**src/rtl/song_player_seq.sv**
```systemverilog
// Auto-play song sequencer: walks one song of an external note library entry by
// entry and drives registered buzzer note/octave and one-hot LED outputs.
module song_player_seq #(
  parameter int         NUM_SONGS      = 3,
  parameter int         SONG_LEN       = 56,
  parameter int         TICKS_PER_UNIT = 10000000,
  parameter int         GAP_TICKS      = 0,
  parameter logic [3:0] END_NOTE       = 4'hF,
  localparam int        SW = (NUM_SONGS > 1) ? $clog2(NUM_SONGS) : 1,
  localparam int        PW = (SONG_LEN > 1) ? $clog2(SONG_LEN) : 1
) (
  input  logic          clk,
  input  logic          reset,
  input  logic          next_song,
  input  logic          prev_song,
  input  logic          pause,
  input  logic          loop_en,
  output logic [SW-1:0] lib_song,
  output logic [PW-1:0] lib_pos,
  input  logic [3:0]    lib_note,
  input  logic [1:0]    lib_oct,
  input  logic [3:0]    lib_dur,
  output logic [3:0]    note_to_play,
  output logic [1:0]    octave_out,
  output logic [6:0]    led_out,
  output logic          playing
);

  // One counter serves both the note duration and the gap, so it is sized
  // for whichever of the two can be longer.
  localparam int MAX_TICKS = (15 * TICKS_PER_UNIT > GAP_TICKS) ? 15 * TICKS_PER_UNIT : GAP_TICKS;
  localparam int CW        = $clog2(MAX_TICKS + 1);
  localparam int GAP_LAST  = (GAP_TICKS > 0) ? GAP_TICKS - 1 : 0;
  localparam logic [CW-1:0] TPU = CW'(TICKS_PER_UNIT);

  typedef enum logic [2:0] {FETCH_A, FETCH_D, PLAY, GAP, DONE} state_t;

  state_t        state, state_n;
  logic [SW-1:0] song, song_n;
  logic [PW-1:0] pos, pos_n;
  logic [CW-1:0] cnt, cnt_n, target, target_n;
  logic [3:0]    note, note_n;
  logic [1:0]    oct, oct_n;
  logic          next_q, prev_q;
  logic          next_rise, prev_rise;
  logic          adv, eos, audible;
  logic [3:0]    dur_eff;
  logic [6:0]    led_n;

  assign next_rise = next_song & ~next_q;
  assign prev_rise = prev_song & ~prev_q;
  assign lib_song  = song;
  assign lib_pos   = pos;

  // Next-state logic: song change overrides everything, then the playback FSM;
  // advance and end-of-song are resolved after the case so they are written once.
  always_comb begin
    state_n  = state;
    song_n   = song;
    pos_n    = pos;
    cnt_n    = cnt;
    target_n = target;
    note_n   = note;
    oct_n    = oct;
    adv      = 1'b0;
    eos      = 1'b0;
    audible  = 1'b0;
    led_n    = '0;
    dur_eff  = (lib_dur == 4'd0) ? 4'd1 : lib_dur;
    if (next_rise) begin
      song_n  = (song == SW'(NUM_SONGS - 1)) ? '0 : song + SW'(1);
      pos_n   = '0;
      cnt_n   = '0;
      state_n = FETCH_A;
    end else if (prev_rise) begin
      song_n  = (song == '0) ? SW'(NUM_SONGS - 1) : song - SW'(1);
      pos_n   = '0;
      cnt_n   = '0;
      state_n = FETCH_A;
    end else begin
      case (state)
        FETCH_A: state_n = FETCH_D;
        FETCH_D: begin
          note_n   = lib_note;
          oct_n    = lib_oct;
          target_n = CW'(dur_eff) * TPU;
          cnt_n    = '0;
          if (lib_note == END_NOTE) eos = 1'b1;
          else                      state_n = PLAY;
        end
        PLAY: if (!pause) begin
          if (cnt == target - CW'(1)) begin
            cnt_n = '0;
            if (GAP_TICKS > 0) state_n = GAP;
            else               adv = 1'b1;
          end else begin
            cnt_n = cnt + CW'(1);
          end
        end
        GAP: if (!pause) begin
          if (cnt == CW'(GAP_LAST)) begin
            cnt_n = '0;
            adv   = 1'b1;
          end else begin
            cnt_n = cnt + CW'(1);
          end
        end
        DONE:    state_n = DONE;
        default: state_n = FETCH_A;
      endcase
      if (adv) begin
        if (pos == PW'(SONG_LEN - 1)) begin
          eos = 1'b1;
        end else begin
          pos_n   = pos + PW'(1);
          state_n = FETCH_A;
        end
      end
      if (eos) begin
        if (loop_en) begin
          pos_n   = '0;
          state_n = FETCH_A;
        end else begin
          state_n = DONE;
        end
      end
    end
    // Outputs are registered from the next state, so a pause is heard as rest
    // on the same edge that freezes the counter.
    audible = (state_n == PLAY) && !pause;
    if (audible && note_n >= 4'd1 && note_n <= 4'd7) led_n = 7'd1 << (note_n - 4'd1);
  end

  // State, datapath and output registers.
  always_ff @(posedge clk or posedge reset) begin
    if (reset) begin
      state        <= FETCH_A;
      song         <= '0;
      pos          <= '0;
      cnt          <= '0;
      target       <= '0;
      note         <= '0;
      oct          <= '0;
      next_q       <= 1'b0;
      prev_q       <= 1'b0;
      note_to_play <= '0;
      octave_out   <= '0;
      led_out      <= '0;
      playing      <= 1'b0;
    end else begin
      state        <= state_n;
      song         <= song_n;
      pos          <= pos_n;
      cnt          <= cnt_n;
      target       <= target_n;
      note         <= note_n;
      oct          <= oct_n;
      next_q       <= next_song;
      prev_q       <= prev_song;
      note_to_play <= audible ? note_n : 4'd0;
      led_out      <= led_n;
      if (state_n == PLAY) octave_out <= oct_n;
      playing      <= (state_n != DONE) && !(pause && (state_n == PLAY || state_n == GAP));
    end
  end

endmodule

```
**config.mk**
```make
export PLATFORM = sky130hd
export DESIGN_NAME = song_player_seq
export DESIGN_NICKNAME = d
export VERILOG_FILES = /design/src/rtl/song_player_seq.sv
export SDC_FILE = /design/constraint.sdc
export NUM_CORES = 1
export LEC_CHECK = 0
export ABC_AREA = 1
export BUFFER_PORTS_ARGS = -buffer_cell sky130_fd_sc_hd__buf_4
export CORE_MARGIN = 5
export CORE_UTILIZATION = 47
export DETAILED_ROUTE_END_ITERATION = 12
export MAX_ROUTING_LAYER = met4
export PLACE_DENSITY_LB_ADDON = 0.3
export SYNTH_ARGS = -nofsm -noshare
export SYNTH_HDL_FRONTEND = slang
export SYNTH_SLANG_ARGS = --single-unit
```
**constraint.sdc**
```tcl
create_clock -name clk -period 6.1 [get_ports clk]
set_clock_uncertainty 0.15 [all_clocks]
set_input_delay 0.915 -clock clk [delete_from_list [all_inputs] [get_ports clk]]
set_output_delay 0.915 -clock clk [all_outputs]
set_load 0.01 [all_outputs]
```
* Yosys cells after proc, flatten, opt, wreduce, memory -nomap -nowiden
Cells that the tools add are included.
** Storage, ports and cells
- Input port bits :: 16
- Word-level logic and storage cells :: 106
- Flip-flop bits (word level) :: 82
** Operators by class
- Equality and inequality tests :: 13
- Bitwise logic cells :: 6
- Shift-type cells :: 1
- Multiplexer cells :: 47
- Multipliers :: 1
- Magnitude comparators :: 2
- Reductions and logical operators :: 17
- Add/sub/neg operators :: 6
** Operators with widths (number)
- 28-bit 2-to-1 mux :: 6
- 28-bit one-hot mux with 3 select lines :: 1
- 6-bit 2-to-1 mux :: 6
- 28-bit by 1-bit adder with 28-bit output, second input constant :: 1
- 28-bit equality test :: 1
- 28-bit logical NOT :: 1
- 28-bit by 1-bit subtractor with 28-bit output, second input constant :: 1
- 4-bit by 17-bit multiplier with 21-bit output, second input constant :: 1
- 3-bit 2-to-1 mux :: 7
- 4-bit 2-to-1 mux :: 5
- 2-bit 2-to-1 mux :: 7
- 3-bit by 2-bit equality test with 1-bit output, second input constant :: 4
- 1-bit 2-to-1 mux :: 12
- 3-bit one-hot mux with 4 select lines :: 1
- 4-bit inequality test, second input constant :: 2
- 7-bit 2-to-1 mux :: 1
- 1-bit by 4-bit << shifter with 7-bit output, first input constant :: 1
- 6-bit by 1-bit adder with 6-bit output, second input constant :: 1
- 6-bit equality test, second input constant :: 1
- 3-bit AND reduction :: 2
- 1-bit logical AND :: 5
- 5-bit nonzero test :: 1
- 4-bit equality test, second input constant :: 1
- 4-bit by 1-bit greater-or-equal comparator with 1-bit output, second input constant :: 1
- other kinds (18) :: 23

* Logic depth before layout (Yosys ltp)
- Word-level depth :: 18
- Depth in mapped cells :: 23
- Mapped depth without buffers :: 23

* Least setup slack after synthesis
No wires, ideal clock.
- Kind :: in2reg
- From :: input lib_dur[2]
- To :: register target[22]
- Cell stages on the path :: 23
- Required time :: 5.824 ns
- Path slack :: 1.991 ns
- Setup time :: 0.126 ns
- Data arrival time :: 3.833 ns
- Cell sequence :: inv_1 ha_1 nand3_1 inv_1 nor2_1 ha_1 ha_1 ha_1 fa_1 nand3_1 nand3_1 nand2_1 nand2_1 a21oi_1 nor2_1 o21ai_0 nor2_1 nand2_1 nor2_1 nor2_1 nand2_1 nand3_1 o21ai_0
** On the way
- Cells in the longest elaborated chain, start to end :: 3
** RTL lines
- from (decl) :: line 22 : input logic [3:0] lib_dur,
- 4-bit logical NOT :: line 69 : dur_eff = (lib_dur == 4'd0) ? 4'd1 : lib_dur;
- 4-bit 2-to-1 mux * :: line 69
- 4-bit by 17-bit multiplier with 21-bit output * :: line 86 : target_n = CW'(dur_eff) * TPU;
- to (signal assigned) :: line 155 : target <= target_n;
- to (decl) :: line 41 : logic [CW-1:0] cnt, cnt_n, target, target_n;
Mark *: on every way between the ends. The rest lies on a longest branch, timed or not.
A chain may end at the register's enable or synchronous reset.

* Worst setup path in the final report
Same ends and word-level chain as after synthesis.

==> flow_summary_export.csv <==
group,metric,value,unit
global_route,grt_overflow,0,
timing,fin_setup_tns,0,ns
critical_path,critical-path-max-stage-delay,0.43,ns
timing,slew_violations,0,
die,die_y,122.0,microns
critical_path,cp-start-kind,"input port",
clocking,cts.sinks,82,
die,rows,41,
global_route,antenna_found_initial,0,
global_route,grt_usage,20.33,%
yosys,synthesis.nets,858,
route,highest_layer,"met4",
global_route,grt_pass1_wl,23530,microns
die,initial_utilization,47.27,%
final_layout,fin_nets,890,
yosys,netlist_instances,809,
worst_hold_path,hold_class,"flop to flop",
placed_design,place_hpwl,10520,microns
final_layout,stdcell_count,1016,
timing,worst_pin_slew,1.018,ns
yosys,syn_avg_cell_area,7.284,sq um
timing,finalCritPeriodShare,72.18,%
timing,fin_crit,4.403,ns
yosys,yosysSeqAreaShare,34.82,%
yosys,ys_top_cells_by_area,"dfrtp_1, nand2_1, inv_1",
route,avgRoutedWirePerCell,13.50,microns
clocking,cts_tree,"done",
yosys,yosysUniqueCellTypes,44,
critical_path,worst_setup_path_end_kind,"flop",
clocking,ctsResizeCount,0,
route,drtIter0Drc,397,
die,coreArea,12470,sq um
timing,whs,0.3439,ns
timing,max_clock_freq,227.1,MHz
die,dieWidth,122.0,microns
worst_hold_path,min_to,"octave_out[0]",
clocking,htree_levels,3,
critical_path,r2r-start,"target[7]",
route,ant_nets,0,
final_layout,seqCellArea,2052,sq um
yosys,synth-seq-cells,82,
worst_hold_path,holdPathStages,2,
critical_path,cp_max_fo,6,
critical_path,rrSetupSlack,3.02,ns
pwr,peakVddDrop,0.1433,mV
critical_path,arrival,4.46,ns
clocking,clock_path_buffers,2,
critical_path,r2r-end,"cnt[26]",
yosys,netlist_area,5893,sq um
route,met2_length,6344,microns
critical_path,critPathKind,"input port to flop",
route,wl,13710,microns
timing,slew_headroom,32.12,%
timing,rsz0062_at_grt,"false",
route,viasPerCell,5.050,
final_layout,n_antenna_cell,0,
placed_design,pre_cts_ws,1.372,ns
global_route,grt_pass1_vias,4932,
worst_hold_path,holdCritStartpoint,"octave_out[0]",
yosys,yosysTopAreaCell,"dfrtp_1",
die,ioPinCount,38,
outcome,status,"finished, final reports clean",
timing,fin_ws,1.697,ns
critical_path,crit_chain,"buf_4, inv_1, ha_1, nand3_1, inv_1, nor2_1, ha_1, ha_1, ha_1, fa_1, nand3_1, nand3_1, nand2_1, nand2_1, a21oi_1, nor2_1, o21ai_0, nor2_1, nand2_1, nor2_1, nor2_1, nand2_1, nand3_1, o21ai_0",
die,die-area,14880,sq um
yosys,synth_edf_count,0,
placed_design,portBuffers,37,
global_route,grt_max_degree,83,
yosys,synth_most_common_cell,"nand2_1",
clocking,worstSkewPairLatency,0.34,ns
clocking,cts_root_buf,"clkbuf_16",
route,drt_pass1_iterations,5,
placed_design,gp_congestion,0.8923,
clocking,postCtsHoldBufs,0,
clocking,cts-buffers-inserted,9,
placed_design,dp.cells,1002,
clocking,cts_setup_buffers,0,
final_layout,num-fill-cells,1253,
timing,setup_viol,0,
clocking,clk_pin_slew,0.06,ns
job,maxCapViolCount,0,
yosys,synth_top_area_share,34.82,%
route,dr_total_vias,5131,
yosys,synthArstFlopShare,100.0,%
critical_path,required,6.16,ns
final_layout,multi_input_area,3294,sq um
route,met3_length,514,microns
critical_path,slowest_stage,"o21ai_0",
yosys,synth_common_cells,"nand2_1, inv_1, nor2_1",
yosys,synth_ff_type,"dfrtp_1",
pwr,total_power,2205,uW
route,wl_met1,6557,microns
final_layout,drive_above_1_share,11.14,%
pwr,power.density,334.7,nW/um^2
critical_path,r2r_cells,14,
route,drc_errors,0,
final_layout,syn_to_final_growth,11.80,%
critical_path,crit_top_cell,"nor2_1",
pwr,p_leak,0.003155,uW
yosys,yosysWarnings,0,
timing,hold_viol,0,
cell type report:
type	instances	share of cell area, %
multi-input cells	588	50.00
flip-flops and latches	82	31.14
inverters	121	6.912
repair buffers	39	4.444
clock buffers	12	4.045
well taps	172	3.266
clock inverters	2	0.1899
flip-flops by register name (all words and copies together) (netlist names), 2 cells and up:
register      flops
led_out           7
cnt              28
note_to_play      4
state             3
lib_pos           6
oct               2
note              4
target           21
lib_song          2
octave_out        2
cells in the final DEF (no fill, tap or decap), drive strengths merged, types with 21 or more instances in the layout:
master / count
nand2: 187
inv: 120
ha: 31
o22ai: 29
xor2: 37
nand4: 21
nand3: 46
dfrtp: 82
nor3: 25
nor2: 102
o21ai: 52
buf: 39
metrics by stage:
step / area, sq um / utilization [%]
finish: 6589 / 52.86
global placement: 6310 / 50.62
CTS: 6589 / 52.86
detailed placement: 6310 / 50.62
global route: 6589 / 52.86
floorplan: 5893 / -
where the power goes:
part           leakage, uW  switching, uW  internal [uW]  total (uW)
combinational      0.00194            601            325         926
sequential         0.00108            109            659         768
clock             0.000137            207            304         511
worst max-delay path by stage:
| stage | endpoint | cells after the start | from |
|---|---|---|---|
| 2_1_floorplan | target[22] | 23 | lib_dur[2] |
| 6_report | target[22] | 24 | lib_dur[2] |
| 4_1_cts | target[22] | 24 | lib_dur[2] |
| 3_5_place_dp | target[22] | 24 | lib_dur[2] |
| 5_1_grt | target[22] | 23 | lib_dur[2] |
| 3_3_place_gp | target[22] | 24 | lib_dur[2] |
metal layers:
| layer | vias to the layer above | GRT usage (%) |
|---|---|---|
| li1 | 2698 | - |
| met1 | 2313 | 27.53 |
| met2 | 96 | 30.90 |
| met3 | 24 | 3.621 |
| met4 | 0 | 6.933 |
| met5 | - | - |
kinds of logic after synthesis:
kind of cell,Yosys count,synth area share (%)
simple gates,409,32.10
buf+inv,139,9.278
compound gates,99,9.554
flops,82,34.82
xor+xnor,47,6.985
fa+ha+maj,33,7.261
worst max-delay path, delay by kind of cell:
kind,cells,cell delay [ns]
adders and majority gates,5,1.40
and+or+nand+nor,13,1.16
AOI/OAI and AO/OA,3,0.76
buffers and inverters,3,0.22
Power figures use the tool's default switching activity.
